$ cat src/rtl/ft232h_pkg.sv
// ============================================================================
// Module      : ft232h_pkg
// Description : Shared FSM state, grant and direction encodings, default
//               parameters and the arbitration helper for ft232h_bus_arbiter.
// Revision    : 1.0  initial release
// ============================================================================
`default_nettype none

package ft232h_pkg;

    typedef enum logic [2:0] {
        S_IDLE     = 3'd0,
        S_RX_OE    = 3'd1,
        S_RX_READ  = 3'd2,
        S_TX_WRITE = 3'd3,
        S_TURN     = 3'd4
    } state_e;

    typedef enum logic [1:0] {
        GRANT_NONE = 2'b00,
        GRANT_RX   = 2'b01,
        GRANT_TX   = 2'b10
    } grant_e;

    typedef enum logic {
        DIR_RX = 1'b0,
        DIR_TX = 1'b1
    } dir_e;

    localparam int unsigned c_BURST_MAX_DEFAULT   = 64;
    localparam int unsigned c_TURN_CYCLES_DEFAULT = 2;

    // Contention goes to the direction that did not own the bus last.
    function automatic state_e arb_pick(input logic rx_req,
                                        input logic tx_req,
                                        input dir_e last_dir);
        state_e pick;
        pick = S_IDLE;
        if (rx_req && tx_req) begin
            pick = (last_dir == DIR_RX) ? S_TX_WRITE : S_RX_OE;
        end else if (rx_req) begin
            pick = S_RX_OE;
        end else if (tx_req) begin
            pick = S_TX_WRITE;
        end
        return pick;
    endfunction

endpackage

`default_nettype wire

$ cat src/rtl/ft232h_bus_arbiter_if.sv
// ============================================================================
// Module      : ft232h_bus_arbiter_if
// Description : FT232H sync-FIFO bus, local RX/TX FIFO handshakes and grant.
// Revision    : 1.0  initial release
// ============================================================================
`default_nettype none

interface ft232h_bus_arbiter_if;

    logic       rxf_n;
    logic       txe_n;
    logic       oe_n;
    logic       rd_n;
    logic       wr_n;
    logic [7:0] ft_data_in;
    logic [7:0] ft_data_out;
    logic       ft_data_oe;
    logic       rx_fifo_full;
    logic       rx_wr_en;
    logic [7:0] rx_data;
    logic       tx_fifo_empty;
    logic       tx_rd_en;
    logic [7:0] tx_data;
    logic [1:0] grant;

    modport master (
        input  rxf_n, txe_n, ft_data_in, rx_fifo_full, tx_fifo_empty, tx_data,
        output oe_n, rd_n, wr_n, ft_data_out, ft_data_oe,
               rx_wr_en, rx_data, tx_rd_en, grant
    );

    modport slave (
        output rxf_n, txe_n, ft_data_in, rx_fifo_full, tx_fifo_empty, tx_data,
        input  oe_n, rd_n, wr_n, ft_data_out, ft_data_oe,
               rx_wr_en, rx_data, tx_rd_en, grant
    );

endinterface

`default_nettype wire

$ cat src/rtl/ft232h_bus_arbiter.sv
// ============================================================================
// Module      : ft232h_bus_arbiter
// Description : Half-duplex FT232H bus owner alternating RX and TX bursts with
//               a bus turnaround gap. Define FT_BURST_LIMIT_EN to cap beats
//               per grant at BURST_MAX.
// Revision    : 1.0  initial release
// ============================================================================
`default_nettype none

module ft232h_bus_arbiter
    import ft232h_pkg::*;
#(
    parameter int unsigned BURST_MAX   = c_BURST_MAX_DEFAULT,
    parameter int unsigned TURN_CYCLES = c_TURN_CYCLES_DEFAULT
) (
    input  wire logic             clock,
    input  wire logic             rst_n,
    ft232h_bus_arbiter_if.master  bus
);

    localparam logic [3:0] c_TURN_LAST = 4'(TURN_CYCLES - 1);

    if ((BURST_MAX < 1) || (BURST_MAX > 255) ||
        (TURN_CYCLES < 1) || (TURN_CYCLES > 15)) begin : g_param_check
        $error("ft232h_bus_arbiter: BURST_MAX or TURN_CYCLES out of range");
    end

    state_e     state_q, state_d;
    logic [3:0] turn_cnt_q, turn_cnt_d;
    dir_e       last_dir_q, last_dir_d;

    logic   w_rx_req;
    logic   w_tx_req;
    logic   w_arb;
    logic   w_strobe;
    logic   w_beat_last;
    state_e w_pick;

    assign w_rx_req = !bus.rxf_n && !bus.rx_fifo_full;
    assign w_tx_req = !bus.txe_n && !bus.tx_fifo_empty;
    assign w_pick   = arb_pick(w_rx_req, w_tx_req, last_dir_q);
    assign w_arb    = (state_q == S_IDLE) ||
                      ((state_q == S_TURN) && (turn_cnt_q == c_TURN_LAST));
    assign w_strobe = ((state_q == S_RX_READ)  && w_rx_req) ||
                      ((state_q == S_TX_WRITE) && w_tx_req);

    // The FT232H presents the byte in the same cycle rd_n is low.
    assign bus.rx_data = bus.ft_data_in;

`ifdef FT_BURST_LIMIT_EN
    localparam logic [7:0] c_BEAT_LAST = 8'(BURST_MAX - 1);

    logic [7:0] beat_cnt_q, beat_cnt_d;

    always_comb begin
        beat_cnt_d = beat_cnt_q;
        if (w_arb) begin
            beat_cnt_d = '0;
        end else if (w_strobe) begin
            beat_cnt_d = beat_cnt_q + 8'd1;
        end
    end

    always_ff @(posedge clock) begin
        if (!rst_n) begin
            beat_cnt_q <= '0;
        end else begin
            beat_cnt_q <= beat_cnt_d;
        end
    end

    assign w_beat_last = w_strobe && (beat_cnt_q == c_BEAT_LAST);
`else
    assign w_beat_last = 1'b0;
`endif

    always_ff @(posedge clock) begin
        if (!rst_n) begin
            state_q    <= S_IDLE;
            turn_cnt_q <= '0;
            last_dir_q <= DIR_TX;
        end else begin
            state_q    <= state_d;
            turn_cnt_q <= turn_cnt_d;
            last_dir_q <= last_dir_d;
        end
    end

    always_comb begin
        state_d         = state_q;
        turn_cnt_d      = turn_cnt_q;
        last_dir_d      = last_dir_q;
        bus.oe_n        = 1'b1;
        bus.rd_n        = 1'b1;
        bus.wr_n        = 1'b1;
        bus.ft_data_oe  = 1'b0;
        bus.ft_data_out = 8'h00;
        bus.rx_wr_en    = 1'b0;
        bus.tx_rd_en    = 1'b0;
        bus.grant       = GRANT_NONE;

        case (state_q)
            S_RX_OE: begin
                bus.oe_n  = 1'b0;
                bus.grant = GRANT_RX;
                state_d   = S_RX_READ;
            end
            S_RX_READ: begin
                bus.oe_n  = 1'b0;
                bus.grant = GRANT_RX;
                if (w_rx_req) begin
                    bus.rd_n     = 1'b0;
                    bus.rx_wr_en = 1'b1;
                    if (w_beat_last) begin
                        state_d = S_TURN;
                    end
                end else begin
                    state_d = S_TURN;
                end
            end
            S_TX_WRITE: begin
                bus.ft_data_oe  = 1'b1;
                bus.ft_data_out = bus.tx_data;
                bus.grant       = GRANT_TX;
                if (w_tx_req) begin
                    bus.wr_n     = 1'b0;
                    bus.tx_rd_en = 1'b1;
                    if (w_beat_last) begin
                        state_d = S_TURN;
                    end
                end else begin
                    state_d = S_TURN;
                end
            end
            S_TURN: begin
                turn_cnt_d = turn_cnt_q + 4'd1;
            end
            default: begin
                state_d = S_IDLE;
            end
        endcase

        // The final turnaround cycle arbitrates directly so the idle gap
        // between back-to-back grants is exactly TURN_CYCLES.
        if (w_arb) begin
            state_d    = w_pick;
            turn_cnt_d = '0;
            if (w_pick == S_RX_OE) begin
                last_dir_d = DIR_RX;
            end else if (w_pick == S_TX_WRITE) begin
                last_dir_d = DIR_TX;
            end
        end
    end

endmodule

`default_nettype wire

$ cat src/flat_wrapper.sv
// flat-port wrapper written by rule: the top's interface ports become plain ports
module ft232h_bus_arbiter_flat import ft232h_pkg::*;
#(
    parameter int unsigned BURST_MAX   = c_BURST_MAX_DEFAULT,
    parameter int unsigned TURN_CYCLES = c_TURN_CYCLES_DEFAULT
)
  (clock, rst_n, bus_rxf_n, bus_txe_n, bus_ft_data_in, bus_rx_fifo_full, bus_tx_fifo_empty, bus_tx_data, bus_oe_n, bus_rd_n, bus_wr_n, bus_ft_data_out, bus_ft_data_oe, bus_rx_wr_en, bus_rx_data, bus_tx_rd_en, bus_grant);
  ft232h_bus_arbiter_if bus_i ();
  input  wire logic clock;
  input  wire logic rst_n;
  input wire logic [$bits(bus_i.rxf_n)-1:0] bus_rxf_n;
  input wire logic [$bits(bus_i.txe_n)-1:0] bus_txe_n;
  input wire logic [$bits(bus_i.ft_data_in)-1:0] bus_ft_data_in;
  input wire logic [$bits(bus_i.rx_fifo_full)-1:0] bus_rx_fifo_full;
  input wire logic [$bits(bus_i.tx_fifo_empty)-1:0] bus_tx_fifo_empty;
  input wire logic [$bits(bus_i.tx_data)-1:0] bus_tx_data;
  output wire logic [$bits(bus_i.oe_n)-1:0] bus_oe_n;
  output wire logic [$bits(bus_i.rd_n)-1:0] bus_rd_n;
  output wire logic [$bits(bus_i.wr_n)-1:0] bus_wr_n;
  output wire logic [$bits(bus_i.ft_data_out)-1:0] bus_ft_data_out;
  output wire logic [$bits(bus_i.ft_data_oe)-1:0] bus_ft_data_oe;
  output wire logic [$bits(bus_i.rx_wr_en)-1:0] bus_rx_wr_en;
  output wire logic [$bits(bus_i.rx_data)-1:0] bus_rx_data;
  output wire logic [$bits(bus_i.tx_rd_en)-1:0] bus_tx_rd_en;
  output wire logic [$bits(bus_i.grant)-1:0] bus_grant;
  assign bus_i.rxf_n = bus_rxf_n;
  assign bus_i.txe_n = bus_txe_n;
  assign bus_i.ft_data_in = bus_ft_data_in;
  assign bus_i.rx_fifo_full = bus_rx_fifo_full;
  assign bus_i.tx_fifo_empty = bus_tx_fifo_empty;
  assign bus_i.tx_data = bus_tx_data;
  assign bus_oe_n = bus_i.oe_n;
  assign bus_rd_n = bus_i.rd_n;
  assign bus_wr_n = bus_i.wr_n;
  assign bus_ft_data_out = bus_i.ft_data_out;
  assign bus_ft_data_oe = bus_i.ft_data_oe;
  assign bus_rx_wr_en = bus_i.rx_wr_en;
  assign bus_rx_data = bus_i.rx_data;
  assign bus_tx_rd_en = bus_i.tx_rd_en;
  assign bus_grant = bus_i.grant;
  ft232h_bus_arbiter #(.BURST_MAX(BURST_MAX), .TURN_CYCLES(TURN_CYCLES)) u_core (.clock(clock), .rst_n(rst_n), .bus(bus_i));
endmodule
$ cat config.mk
export PLATFORM = sky130hd
export DESIGN_NAME = ft232h_bus_arbiter_flat
export DESIGN_NICKNAME = d
export VERILOG_FILES = /design/src/rtl/ft232h_pkg.sv /design/src/rtl/ft232h_bus_arbiter_if.sv /design/src/rtl/ft232h_bus_arbiter.sv /design/src/flat_wrapper.sv
export SDC_FILE = /design/constraint.sdc
export NUM_CORES = 1
export LEC_CHECK = 0
export ABC_AREA = 1
export CAP_MARGIN = 20
export CORE_UTILIZATION = 32
export CTS_CLUSTER_SIZE = 25
export DETAILED_ROUTE_END_ITERATION = 7
export PLACE_DENSITY = 0.83
export SYNTH_ARGS = -nofsm -noshare
export SYNTH_HDL_FRONTEND = slang
export SYNTH_SLANG_ARGS = --single-unit
$ cat constraint.sdc
create_clock -name clock -period 1.4 [get_ports clock]
set_input_delay 0.28 -clock clock [delete_from_list [all_inputs] [get_ports clock]]
set_output_delay 0.28 -clock clock [all_outputs]
set_load 0.01 [all_outputs]
Yosys cells after proc, flatten, opt, wreduce, memory -nomap -nowiden
Index checks and enable logic that the tools add are counted.
- $add $sub $neg: 1
- equal/unequal tests: 10
- muxes and demuxes: 22
- bitwise gates (word level): 1
- reduce and logical (&&, ||, !) cells: 15
- operator list (kind ; number):
    $mux 3 ; 5
    $mux 1 ; 12
    $pmux 3 s4 ; 1
    $eq 3x2->1 const B ; 3
    $mux 8 ; 1
    $eq 3x1->1 const B ; 2
    $ne 3x3->1 const B ; 2
    $add 4x1->4 const B ; 1
    $eq 4x1->1 const B ; 1
    $logic_and 1x1->1 ; 4
    $logic_not 1->1 ; 4
    $mux 2 ; 2
    $pmux 2 s2 ; 1
    $reduce_or 2->1 ; 2
    $eq 3x3->1 const B ; 1
    $logic_not 3->1 ; 1
    $reduce_and 3->1 ; 1
    $ne 2x1->1 const B ; 1
    $reduce_and 2->1 ; 1
    $reduce_bool 2->1 ; 1
    $logic_or 1x1->1 ; 1
    $not 1->1 ; 1
- register bits after elaboration: 8
- logic and storage cells: 52

Logic depth before layout (Yosys ltp)
- word-level depth: 8
- mapped depth: 8

Least setup slack after synthesis
No wires, ideal clock.
- path type: register -> output
- from: reg u_core.state_q[2]
- to: out bus_ft_data_out[0]
- arrival time: 0.829 ns
- slack: 0.291 ns
- cell stages (with the launch flop): 5
- path buffers: 1
- cell sequence: dfxtp_1 > inv_1 > nand3_1 > buf_2 > nor2_1
- cells in the longest elaborated chain, start to end: 2
- ends and longest elaborated chain (element ; line ; text):
    start, declared ; ft232h_bus_arbiter.sv:28 ; state_e state_q, state_d;
    start signal, assigned ; ft232h_bus_arbiter.sv:83 ; state_q <= state_d;
    $eq 3x2->1 ; n/a ;
    $mux 8 ; ft232h_bus_arbiter.sv:102 ; case (state_q)
    end, declared ; flat_wrapper.sv:20 ; output wire logic [$bits(bus_i.ft_data_out)-1:0] bus_ft_data_out;
Every way passes these cells.

Worst setup path in the final report
- from: reg u_core.state_q[2]
- to: out bus_wr_n
- cells in the longest elaborated chain, start to end: 2
- ends and longest elaborated chain (element ; line ; text):
    $eq 3x2->1 ; n/a ;
    $mux 1 ; ft232h_bus_arbiter.sv:102 ;
    end, declared ; flat_wrapper.sv:19 ; output wire logic [$bits(bus_i.wr_n)-1:0] bus_wr_n;
Every way passes these cells.

==> results.json <==
{
  "p_total_w": 0.0006977,
  "yosysSeqAreaShare_pct": 27.29,
  "power.switching_w": 0.0002253,
  "syn_inst": 95,
  "ctsHoldBuffers": 0,
  "crit_arrival_ns": 1.13,
  "fin_skew_ns": 0.002140,
  "grt_pass1_wl_mm": 2.787,
  "clockBufferDepth": 2,
  "cts.sinks": 8,
  "slowest_delay_ns": 0.33,
  "htree_num_levels": 1,
  "drtIter0Drc": 10,
  "synth_top_area_share_pct": 27.29,
  "synthToLayoutAreaGrowth_pct": 77.19,
  "synth_most_common_cell": "inv_1",
  "hold_class": "register to register",
  "sw_frac_of_total_pct": 32.29,
  "cts_buffers": 3,
  "slew_violations": 0,
  "internal_power_w": 0.0004724,
  "fin_nets": 164,
  "fin_crit_ns": 1.410,
  "cp_cell_sequence": "inv_4 > nand3_4 > buf_6 > nor2_4 > inv_2 > buf_2",
  "cp_num_buf_inv": 4,
  "syn_avg_cell_area_sq_um": 6.177,
  "synth_edf_count": 0,
  "final_cell_area_sq_um": 1040,
  "crit_path_end_kind": "output pin",
  "hold_viol_final": 0,
  "worst_slew_pin_slew_ns": 0.2417,
  "synthesis.area_sq_um": 586.8,
  "wire_per_inst_um": 11.53,
  "synth_area_leader_cell": "dfxtp_1",
  "drtPass1Iterations": 4,
  "wl_mm": 1.879,
  "final_antenna_net_count": 0,
  "clkTransAtPathRegs_ns": 0.05,
  "place_ws_ns": -0.4590,
  "p_leak_nw": 0.5670,
  "viasPerCell": 4.521,
  "setup_viol": 1,
  "grt_usage_pct": 19.00,
  "outcome": "complete, but fails checks",
  "vias": 737,
  "max_slew_margin_pct": 83.77,
  "multiInputGateArea_sq_um": 344.1,
  "ys_async_sr_fraction_pct": 0,
  "core_area_sq_um": 1727,
  "cts_tree": "built",
  "fin_ws_ns": -0.01032,
  "rows": 15,
  "grt_pass1_vias": 752,
  "drcViolationCount": 0,
  "yosys-top-cells-count": "24 x inv_1, 16 x nand2_1, 13 x nor2_1",
  "synth_seq_cells": 8,
  "required_ns": 1.12,
  "crit_type": "register to output pin",
  "cp_slowest_cell": "dfxtp_2",
  "grt_max_degree": 6,
  "clkLatencyLatePin_ns": 0.25,
  "antenna_cells": 0,
  "synth_top_flop_cell": "dfxtp_1",
  "gp_congestion": 0.8359,
  "drive_gt1_share_pct": 48.55,
  "yosys-top-cells-area": "dfxtp_1 27%, inv_1 15%, buf_4 10%",
  "antenna_found_initial": 0,
  "critPathLaunchType": "register",
  "dieArea_sq_um": 2009,
  "fmax_mhz": 709.1,
  "maxCapViolations": 0,
  "seq_area_sq_um": 168.9,
  "initial_core_util_pct": 33.99,
  "vdd.ir_drop.worst_uv": 516.2,
  "fillers": 167,
  "clkPwrFrac_pct": 24.7,
  "synthDistinctLibCells": 17,
  "die_h_um": 44.82,
  "ys_warn_count": 0,
  "portBuffers": 29,
  "violations": "setup timing",
  "final.period_utilization_pct": 100.7,
  "power_density_nw_per_um2": 671.0,
  "gr-total-overflow": 0,
  "fin_setup_tns_ns": -0.01032,
  "path_max_fanout": 3,
  "rsz0062_at_grt": "true",
  "root_buffer": "clkbuf_4",
  "p_comb_share_pct": 37.4,
  "final_util_pct": 60.22,
  "pwr-share-seq_pct": 38.0,
  "crit_family": "buffers and inverters",
  "dpl_cell_area_sq_um": 918.4,
  "ios": 46,
  "synth_nets": 119,
  "dp.final_hpwl_mm": 1.279,
  "fp.dieW_um": 44.82
}
[power groups by stage]
stage / combinational, W / clock, W / sequential (W)
finish: 0.000261 / 0.000172 / 0.000265
detailed placement: 0.000224 / 0 / 0.000261
floorplan: 0.000125 / 0 / 0.000261
global placement: 0.000216 / 0 / 0.000260
CTS: 0.000241 / 0.000181 / 0.000265
global route: 0.000285 / 0.000192 / 0.000267
[worst paths after layout]
check                                                     from  depth (start not counted)  slack [ns]                              to
worst min-delay path            u_core.last_dir_q$_SDFFE_PN1P_                          2        0.46  u_core.last_dir_q$_SDFFE_PN1P_
worst min register to register  u_core.last_dir_q$_SDFFE_PN1P_                          2        0.46  u_core.last_dir_q$_SDFFE_PN1P_
worst max register to register  u_core.state_q[2]$_SDFFE_PN0P_                          9        0.10  u_core.state_q[2]$_SDFFE_PN0P_
worst max-delay path            u_core.state_q[2]$_SDFFE_PN0P_                          6       -0.01                        bus_wr_n
[final cells by class]
cell class                 count  share of cell area (%)
inverter                      24                   8.905
clock buffer                   3                   2.166
multi-input combinational     54                   33.09
timing repair buffer          49                   36.58
sequential                     8                   16.25
tap                           25                   3.008
[worst min-delay path, cell delays in order (launching register included)]
cell	delay, ns
dfxtp_1	0.32
nand2_1	0.05
nand3_1	0.06
[metal layers]
metal  part of all wire [%]  GRT usage [%]
met5                      0              0
met3                    8.1          2.400
met2                     55          40.00
met1                     32          14.57
met4                    4.3          15.76
[stage by stage]
stage          hold slack, ns  std cells
6_report               0.4637        163
4_1_cts                0.4605        160
2_1_floorplan          0.3641         95
3_5_place_dp           0.4524        150
3_3_place_gp           0.4518        150
5_1_grt                0.4985        163
[registers in the layout (all words and copies together), names as in the netlist]
register	flops
u_core.last_dir_q	1
u_core.state_q	3
u_core.turn_cnt_q	4
[what timing repair did]
action                     CTS  global route
setup endpoints to repair   16            17
pin swaps                    5             4
buffers inserted             6             3
resized for setup           86            17
cloned                       1             0
[kinds of logic (layout without fill, tap and decap cells)]
kind of cell | after synthesis | after routing | synth area share, %
DFF | 8 | 8 | 27.29
xor gates and xnor gates | 2 | 2 | 2.986
adders and majority gates | 2 | 2 | 4.264
and+or+nand+nor | 45 | 45 | 34.12
AOI/OAI and AO/OA | 5 | 5 | 4.904
buffers and inverters | 33 | 76 | 26.44
[cell usage in the layout, fill, tap and decap left out, types with 3 or more instances in the layout]
cell type	instances
buf_4	17
dfxtp_1	5
buf_2	14
nand2_1	13
nand3_2	3
buf_6	4
nor2_2	6
nand3_1	4
a21oi_1	4
inv_2	5
clkbuf_4	3
nor2_1	6
clkdlybuf4s50_1	9
nand2_2	4
nor2_4	4
inv_1	18
Note: power is estimated with default switching activity, not from simulation.
